$ cat config.mk
export PLATFORM = sky130hd
export DESIGN_NAME = misr_ora_param
export DESIGN_NICKNAME = d
export VERILOG_FILES = /design/src/rtl/misr_ora_param.sv
export SDC_FILE = /design/constraint.sdc
export NUM_CORES = 1
export LEC_CHECK = 0
export CORE_ASPECT_RATIO = 1.1
export CORE_MARGIN = 2
export CORE_UTILIZATION = 40
export DETAILED_ROUTE_END_ITERATION = 8
export GPL_ROUTABILITY_DRIVEN = 1
export HOLD_SLACK_MARGIN = 0.12
export MAX_ROUTING_LAYER = met4
export PLACE_DENSITY = 0.72
export SETUP_SLACK_MARGIN = 0.5
export SYNTH_ARGS = -nofsm -noshare
export SYNTH_HDL_FRONTEND = slang
export SYNTH_SLANG_ARGS = --single-unit
$ cat constraint.sdc
create_clock -name clock -period 2.1 [get_ports clock]
set_input_delay 0.42 -clock clock [delete_from_list [all_inputs] [get_ports clock]]
set_output_delay 0.42 -clock clock [all_outputs]
set_load 0.05 [all_outputs]
$ cat src/rtl/misr_ora_param.sv
// Parametrised MISR output response analyser: compacts a response bus into
// a signature over a fixed pattern count and compares it with a golden value.
module misr_ora_param #(
   parameter int               WIDTH        = 8,
   parameter int               IN_W         = 2,
   parameter logic [WIDTH-1:0] POLY         = 8'h1D,
   parameter logic [WIDTH-1:0] SEED         = '0,
   parameter int               NUM_PATTERNS = 16
) (
   input  logic                                  clock,
   input  logic                                  reset,
   input  logic                                  start,
   input  logic                                  data_valid,
   input  logic [IN_W-1:0]                       datain,
   input  logic [WIDTH-1:0]                      golden,
   output logic [WIDTH-1:0]                      signature,
   output logic [$clog2(NUM_PATTERNS+1)-1:0]     pattern_count,
   output logic                                  busy,
   output logic                                  done,
   output logic                                  pass
);

   localparam int CW = $clog2(NUM_PATTERNS+1);
   localparam logic [CW-1:0] LAST = CW'(NUM_PATTERNS);

   localparam logic [1:0] IDLE    = 2'b00;
   localparam logic [1:0] CAPTURE = 2'b01;
   localparam logic [1:0] DONE    = 2'b10;

   logic [1:0]       state;
   logic [WIDTH-1:0] next_sig;
   logic [CW-1:0]    count_inc;
   logic             fb;

   // Shift with tap feedback, then fold the response word into the low bits.
   always_comb begin
      fb       = signature[WIDTH-1];
      next_sig = {signature[WIDTH-2:0], 1'b0} ^ (POLY & {WIDTH{fb}});
      for (int i = 0; i < IN_W; i++)
         next_sig[i] = next_sig[i] ^ datain[i];
   end

   assign count_inc = pattern_count + 1'b1;

   always_ff @(posedge clock or negedge reset) begin
      if (!reset) begin
         state         <= IDLE;
         signature     <= '0;
         pattern_count <= '0;
         pass          <= 1'b0;
      end else begin
         case (state)
            IDLE, DONE: begin
               if (start) begin
                  state         <= CAPTURE;
                  signature     <= SEED;
                  pattern_count <= '0;
                  pass          <= 1'b0;
               end
            end
            CAPTURE: begin
               if (data_valid) begin
                  signature     <= next_sig;
                  pattern_count <= count_inc;
                  if (count_inc == LAST) begin
                     state <= DONE;
                     pass  <= (next_sig == golden);
                  end
               end
            end
            default: state <= IDLE;
         endcase
      end
   end

   assign busy = (state == CAPTURE);
   assign done = (state == DONE);

endmodule

==> summary.md, run 1 <==
| Metric | Value |
|---|---|
| Pre-antenna DRT Iters | 4 |
| Number of antenna violations at the first check in global routing | 0 |
| Vias per cell | 5.17 |
| Worst slew pin tran | 0.489 ns |
| Post-DP Area | 0.00121 mm2 |
| Nets | 141 |
| Sequential fraction of the synthesis area | 45.9% |
| Area Overhead vs Synth | 44.6% |
| Largest net degree at the start of global routing | 16 |
| PwrDens | 1410 mW/mm2 |
| Slew Limit Fails | 0 |
| Ys Warns | 0 |
| Synth Register Bits | 16 |
| Clk pin slew, worst setup/hold paths | 0.10 ns |
| Clk buf depth | 2 |
| Clock Root Buffer | clkbuf_4 |
| CTS tree | done |
| Chip width | 48.5 um |
| Area fraction in compound gates after synthesis | 13.9% |
| Syn_area_per_cell | 9.69 um2 |
| Area of the multi-input gates | 454 um2 |
| Design Area, Final | 0.00126 mm2 |
| Final wirelength | 2130 um |
| Largest family of logic cells by synthesized area | simple AND/OR/NAND/NOR gates |
| Initial Util | 42.7% |
| Setup_tns | 0 ns |
| I/O pin count | 30 |
| Setup CP Type | reg2out |
| Final setup viols | 0 |
| Synth Area in Adders | 1.43% |
| Die Ht | 53.0 um |
| Vias in the first global route | 853 |
| Via Count | 791 |
| Total chip power | 1.78 mW |
| I/O Buffers | 29 |
| Skew final | 0.00710 ns |
| Critical path capture point type | output pin |
| First-pass GRT wire length | 3770 um |
| Global Route Usage Sum | 19.6% |
| XOR/XNOR Fraction of Synth Area | 13.1% |
| RR Startpoint | state[1]$_DFFE_PN0P_ |
| Unrepaired setup endpoints after global routing | no |
| Avg WL per Cell | 13.9 um |
| DIE AREA | 0.00257 mm2 |
| Crit path time final | 1.55 ns |
| Number of remaining DRC errors | 0 |
| Hold/Removal Path Class | in2async |
| Initial drt markers | 15 |
| Most frequent cells in the layout | nand3_1 (12), dfrtp_1 (12), xnor2_1 (11), o21ai_0 (11), nand2_1 (11) |
| CTS Buf Count | 3 |
| Worst Path Max Fanout | 5 |
| Relative slew slack | 67.3% |
| FILL cells | 203 |
| Antenna Cells | 0 |
| Core ar. | 0.00204 mm2 |
| Remaining Overflow, GRT | 0 |
| Fin. Hold Viols | 0 |
| CP Data Required Time | 1.68 ns |
| CP startpoint | state[0]$_DFFE_PN0P_ |
| # hold bufs at CTS | 0 |
| Leak | 0.533 nW |
| Hold WS | 0.451 ns |
| Mux share of post-synthesis cell area | 1.29% |
| Fin crit share | 73.7% |
| Peak supply drop | 953 uV |
| Synthesized instance count | 90 |
| Clock sinks | 16 |
| GPL Wtd Cong | 0.793 |
| Share of cells above drive strength 1 | 26.4% |
| Type of origin of the critical path | flip-flop |
| Cell row count | 17 |
| Clk Latency, worst-skew pair | 0.29 ns |
| FF+latch area | 405 um2 |
| CP arrival | 1.13 ns |
| Synthesized Nets | 105 |
| Netlist cell types | 26 |
| Max Cap Viol | 0 |
| Fmax achieved | 0.646 GHz |
| Synthesized cell area | 872 um2 |
| DP HPWL | 1610 um |
| H-tree levels | 1 |
| Status | finished clean |
| Final ANT Viol Nets | 0 |
| Simple-Gate Fraction of Synth Area | 22.1% |
power by group:
| part | switching (mW) | internal, mW |
|---|---|---|
| sequential | 0.156 | 0.423 |
| clock | 0.0977 | 0.106 |
| combinational | 0.636 | 0.359 |
final timing paths:
kind / depth (start not counted) / to / slack [ns]
worst max-delay path: 2 / done / 0.55
worst min-delay path: 1 / pattern_count[0]$_DFFE_PN0P_ / 0.45
worst max register to register: 5 / pass$_DFFE_PN0P_ / 0.62
worst min register to register: 1 / pass$_DFFE_PN0P_ / 0.54
max in group asynchronous: 2 / state[1]$_DFFE_PN0P_ / 1.16
min in group clock: 4 / state[0]$_DFFE_PN0P_ / 0.54
registers in the layout (all words and copies together), names as in the netlist:
register / flops
signature: 8
pattern_count: 5
state: 2
pass: 1
routing by layer:
metal | GRT usage [%] | routed length [um]
met1 | 21.1 | 930
met2 | 36.6 | 1080
met3 | 3.11 | 99
met4 | 8.57 | 15
met5 | - | 0
stage by stage:
stage | utilization [%] | setup slack (ns) | instances
after floorplan | - | 0.504 | 90
after global placement | 59.1 | 0.185 | 147
after detailed placement | 59.1 | 0.153 | 147
after CTS | 62.3 | 0.457 | 152
after global routing | 61.8 | 0.504 | 153
final | 61.8 | 0.552 | 153
cells by family after synthesis:
| family | after synthesis |
|---|---|
| compound gates | 19 |
| xor+xnor | 13 |
| fa+ha+maj | 1 |
| buf+inv | 5 |
| flops | 16 |
| mux | 1 |
| simple gates | 35 |
what timing repair did:
item / 4_1_cts / 5_1_grt
cloned: 0 / 0
buffers inserted: 1 / 1
resized for setup: 44 / 8
pin swaps: 2 / 3
endpoints found under the setup margin: 16 / 5
area by class of cell:
type | count | share of cell area (%)
clock buffer | 4 | 2.88
sequential | 16 | 32.1
inverter | 2 | 0.595
tap | 28 | 2.78
timing repair buffer | 34 | 25.6
multi-input combinational | 69 | 36.0
synth_stat cells (all sizes together):
library cell,instances,area (um2)
dfrtp,16,400
nand3,13,77.6
nand2,11,41.3
o21ai,11,55.1
xnor2,11,96.3
a22o,3,26.3
nand2b,3,18.8
a31oi,2,12.5
clkbuf,2,7.51
inv,2,7.51
xor2,2,17.5
a222oi,1,10.0
and2,1,6.26
and2b,1,7.51
and3b,1,8.76
buf,1,5.00
ha,1,12.5
mux2,1,11.3
nand3b,1,7.51
nand4,1,6.26
nor2b,1,6.26
nor4,1,6.26
o2bb2ai,1,8.76
o41ai,1,8.76
or3,1,6.26
critical path, stage by stage, from the launching register on:
cell and delay, ns:
dfrtp_1 0.43, nor2b_1 0.19, buf_4 0.23
(Power assumes the default switching activity.)
==> run 2, diff against run 1 <==
==> constraint.sdc (replaced) <==
create_clock -name clock -period 1.6 [get_ports clock]
set_input_delay 0.32 -clock clock [delete_from_list [all_inputs] [get_ports clock]]
set_output_delay 0.32 -clock clock [all_outputs]
set_load 0.05 [all_outputs]
==> summary.md, run 2 (synthesis results as in run 1) <==
| Metric | Value |
|---|---|
| Status | finished with violations |
| Failing checks | negative setup slack |
| Final setup viols | 1 |
| Hold/Removal Path Class | in2async |
| Final wirelength | 4680 um |
| Critical path capture point type | flip-flop |
| Nets | 177 |
| PwrDens | 1930 mW/mm2 |
| I/O pin count | 30 |
| Worst Path Max Fanout | 2 |
| Skew final | 0.00760 ns |
| Peak supply drop | 1860 uV |
| Share of cells above drive strength 1 | 66.5% |
| Unrepaired setup endpoints after global routing | yes |
| Setup CP Type | reg2reg |
| Antenna Cells | 0 |
| Clk buf depth | 2 |
| Chip width | 48.5 um |
| Type of origin of the critical path | flip-flop |
| Cell row count | 17 |
| CP arrival | 1.89 ns |
| Fin. Hold Viols | 0 |
| Number of remaining DRC errors | 0 |
| Crit path time final | 1.64 ns |
| DP HPWL | 1730 um |
| Max Cap Viol | 0 |
| CTS tree | done |
| Relative slew slack | 73.9% |
| CTS Buf Count | 3 |
| H-tree levels | 1 |
| R2R Setup Slk | -0.04 ns |
| Number of antenna violations at the first check in global routing | 0 |
| Final ANT Viol Nets | 0 |
| Remaining Overflow, GRT | 0 |
| DIE AREA | 0.00257 mm2 |
| Slew Limit Fails | 0 |
| Clk Latency, worst-skew pair | 0.32 ns |
| Largest net degree at the start of global routing | 17 |
| # hold bufs at CTS | 0 |
| Leak | 0.828 nW |
| First-pass GRT wire length | 4970 um |
| Via Count | 1,140 |
| Most frequent cells in the layout | buf_4 (25), buf_6 (16), buf_12 (15), dfrtp_2 (13) |
| Vias in the first global route | 1,024 |
| Initial Util | 42.7% |
| Pre-antenna DRT Iters | 4 |
| Clk pin slew, worst setup/hold paths | 0.12 ns |
| Hold WS | 0.377 ns |
| GPL Wtd Cong | 0.850 |
| Fmax achieved | 0.610 GHz |
| Clock Root Buffer | clkbuf_4 |
| Total chip power | 3.70 mW |
| I/O Buffers | 29 |
| Vias per cell | 6.03 |
| Top Registers | signature x8, pattern_count x5, state x2 |
| Worst slew pin tran | 0.391 ns |
| Most flops, register | signature |
| Fin crit share | 102% |
| CP Data Required Time | 1.85 ns |
| Global Route Usage Sum | 26.9% |
| Avg WL per Cell | 24.8 um |
| Clock sinks | 16 |
| Area Overhead vs Synth | 121% |
| Initial drt markers | 49 |
| Commonest non-fill, non-tap cell in the layout | buf_4 |
| Max reg flops | 8 |
| Core ar. | 0.00204 mm2 |
| Die Ht | 53.0 um |
| Final worst setup slack | -0.0392 ns |
run 2: cell count changes in the layout (fill, tap and decap cells not counted), sizes merged:
cell           change
clkdlybuf4s50      -1
clkdlybuf4s15     -10
dlygate4sd2        +3
buf               +48
dlymetal6s2s       -2
clkbuf             -2
run 2: what timing repair did:
action | 4_1_cts | 5_1_grt
setup endpoints to repair | 32 | 32
pin swaps | 9 | 15
gates cloned | 1 | 0
gates resized for setup | 29 | 28
buffers inserted | 18 | 11
run 2: power by group:
group          switching (mW)  internal (mW)  total, mW
registers               0.299          0.572      0.870
logic                    1.28           1.29       2.57
clock network           0.169         0.0976      0.267
run 2: worst paths after layout:
check | start | to | cells past startpoint
max in group asynchronous | reset | signature[0]$_DFFE_PN0P_ | 2
min in group clock | pattern_count[3]$_DFFE_PN0P_ | pattern_count[3]$_DFFE_PN0P_ | 1
min | reset | pattern_count[3]$_DFFE_PN0P_ | 2
max reg2reg | signature[2]$_DFFE_PN0P_ | pass$_DFFE_PN0P_ | 4
min reg2reg | pattern_count[3]$_DFFE_PN0P_ | pattern_count[3]$_DFFE_PN0P_ | 1
max | signature[2]$_DFFE_PN0P_ | pass$_DFFE_PN0P_ | 4
run 2: stage by stage:
step | worst slack (ns) | utilization (%) | TNS (ns) | cells | cell area [um2]
final | -0.0392 | 94.2 | -0.0392 | 189 | 1920
after global routing | -0.0635 | 94.2 | -0.0635 | 189 | 1920
after CTS | 0.161 | 83.8 | 0 | 178 | 1710
after detailed placement | -0.195 | 72.2 | -0.195 | 155 | 1470
after global placement | -0.163 | 72.2 | -0.166 | 155 | 1470
after floorplan | 0.0891 | - | 0 | 90 | 948
run 2: routing by layer:
layer | routed length [um] | global-route usage, %
met5 | 0 | -
met4 | 325 | 11.0
met3 | 397 | 4.80
met2 | 2310 | 47.7
met1 | 1650 | 30.7
run 2: worst max-delay path, cell delays in order, from the launching register on:
cell	delay [ns]
dfrtp_2	0.45
xor2_1	0.17
or3_1	0.35
a222oi_1	0.38
a22o_1	0.23
run 2: final cells by class:
class | instances | area (um2)
clock buffers | 4 | 26.3
well taps | 28 | 35.0
repair buffers | 70 | 808
multi-input cells | 69 | 629
flip-flops and latches | 16 | 417
inverters | 2 | 7.51
fillers | 54 | 119
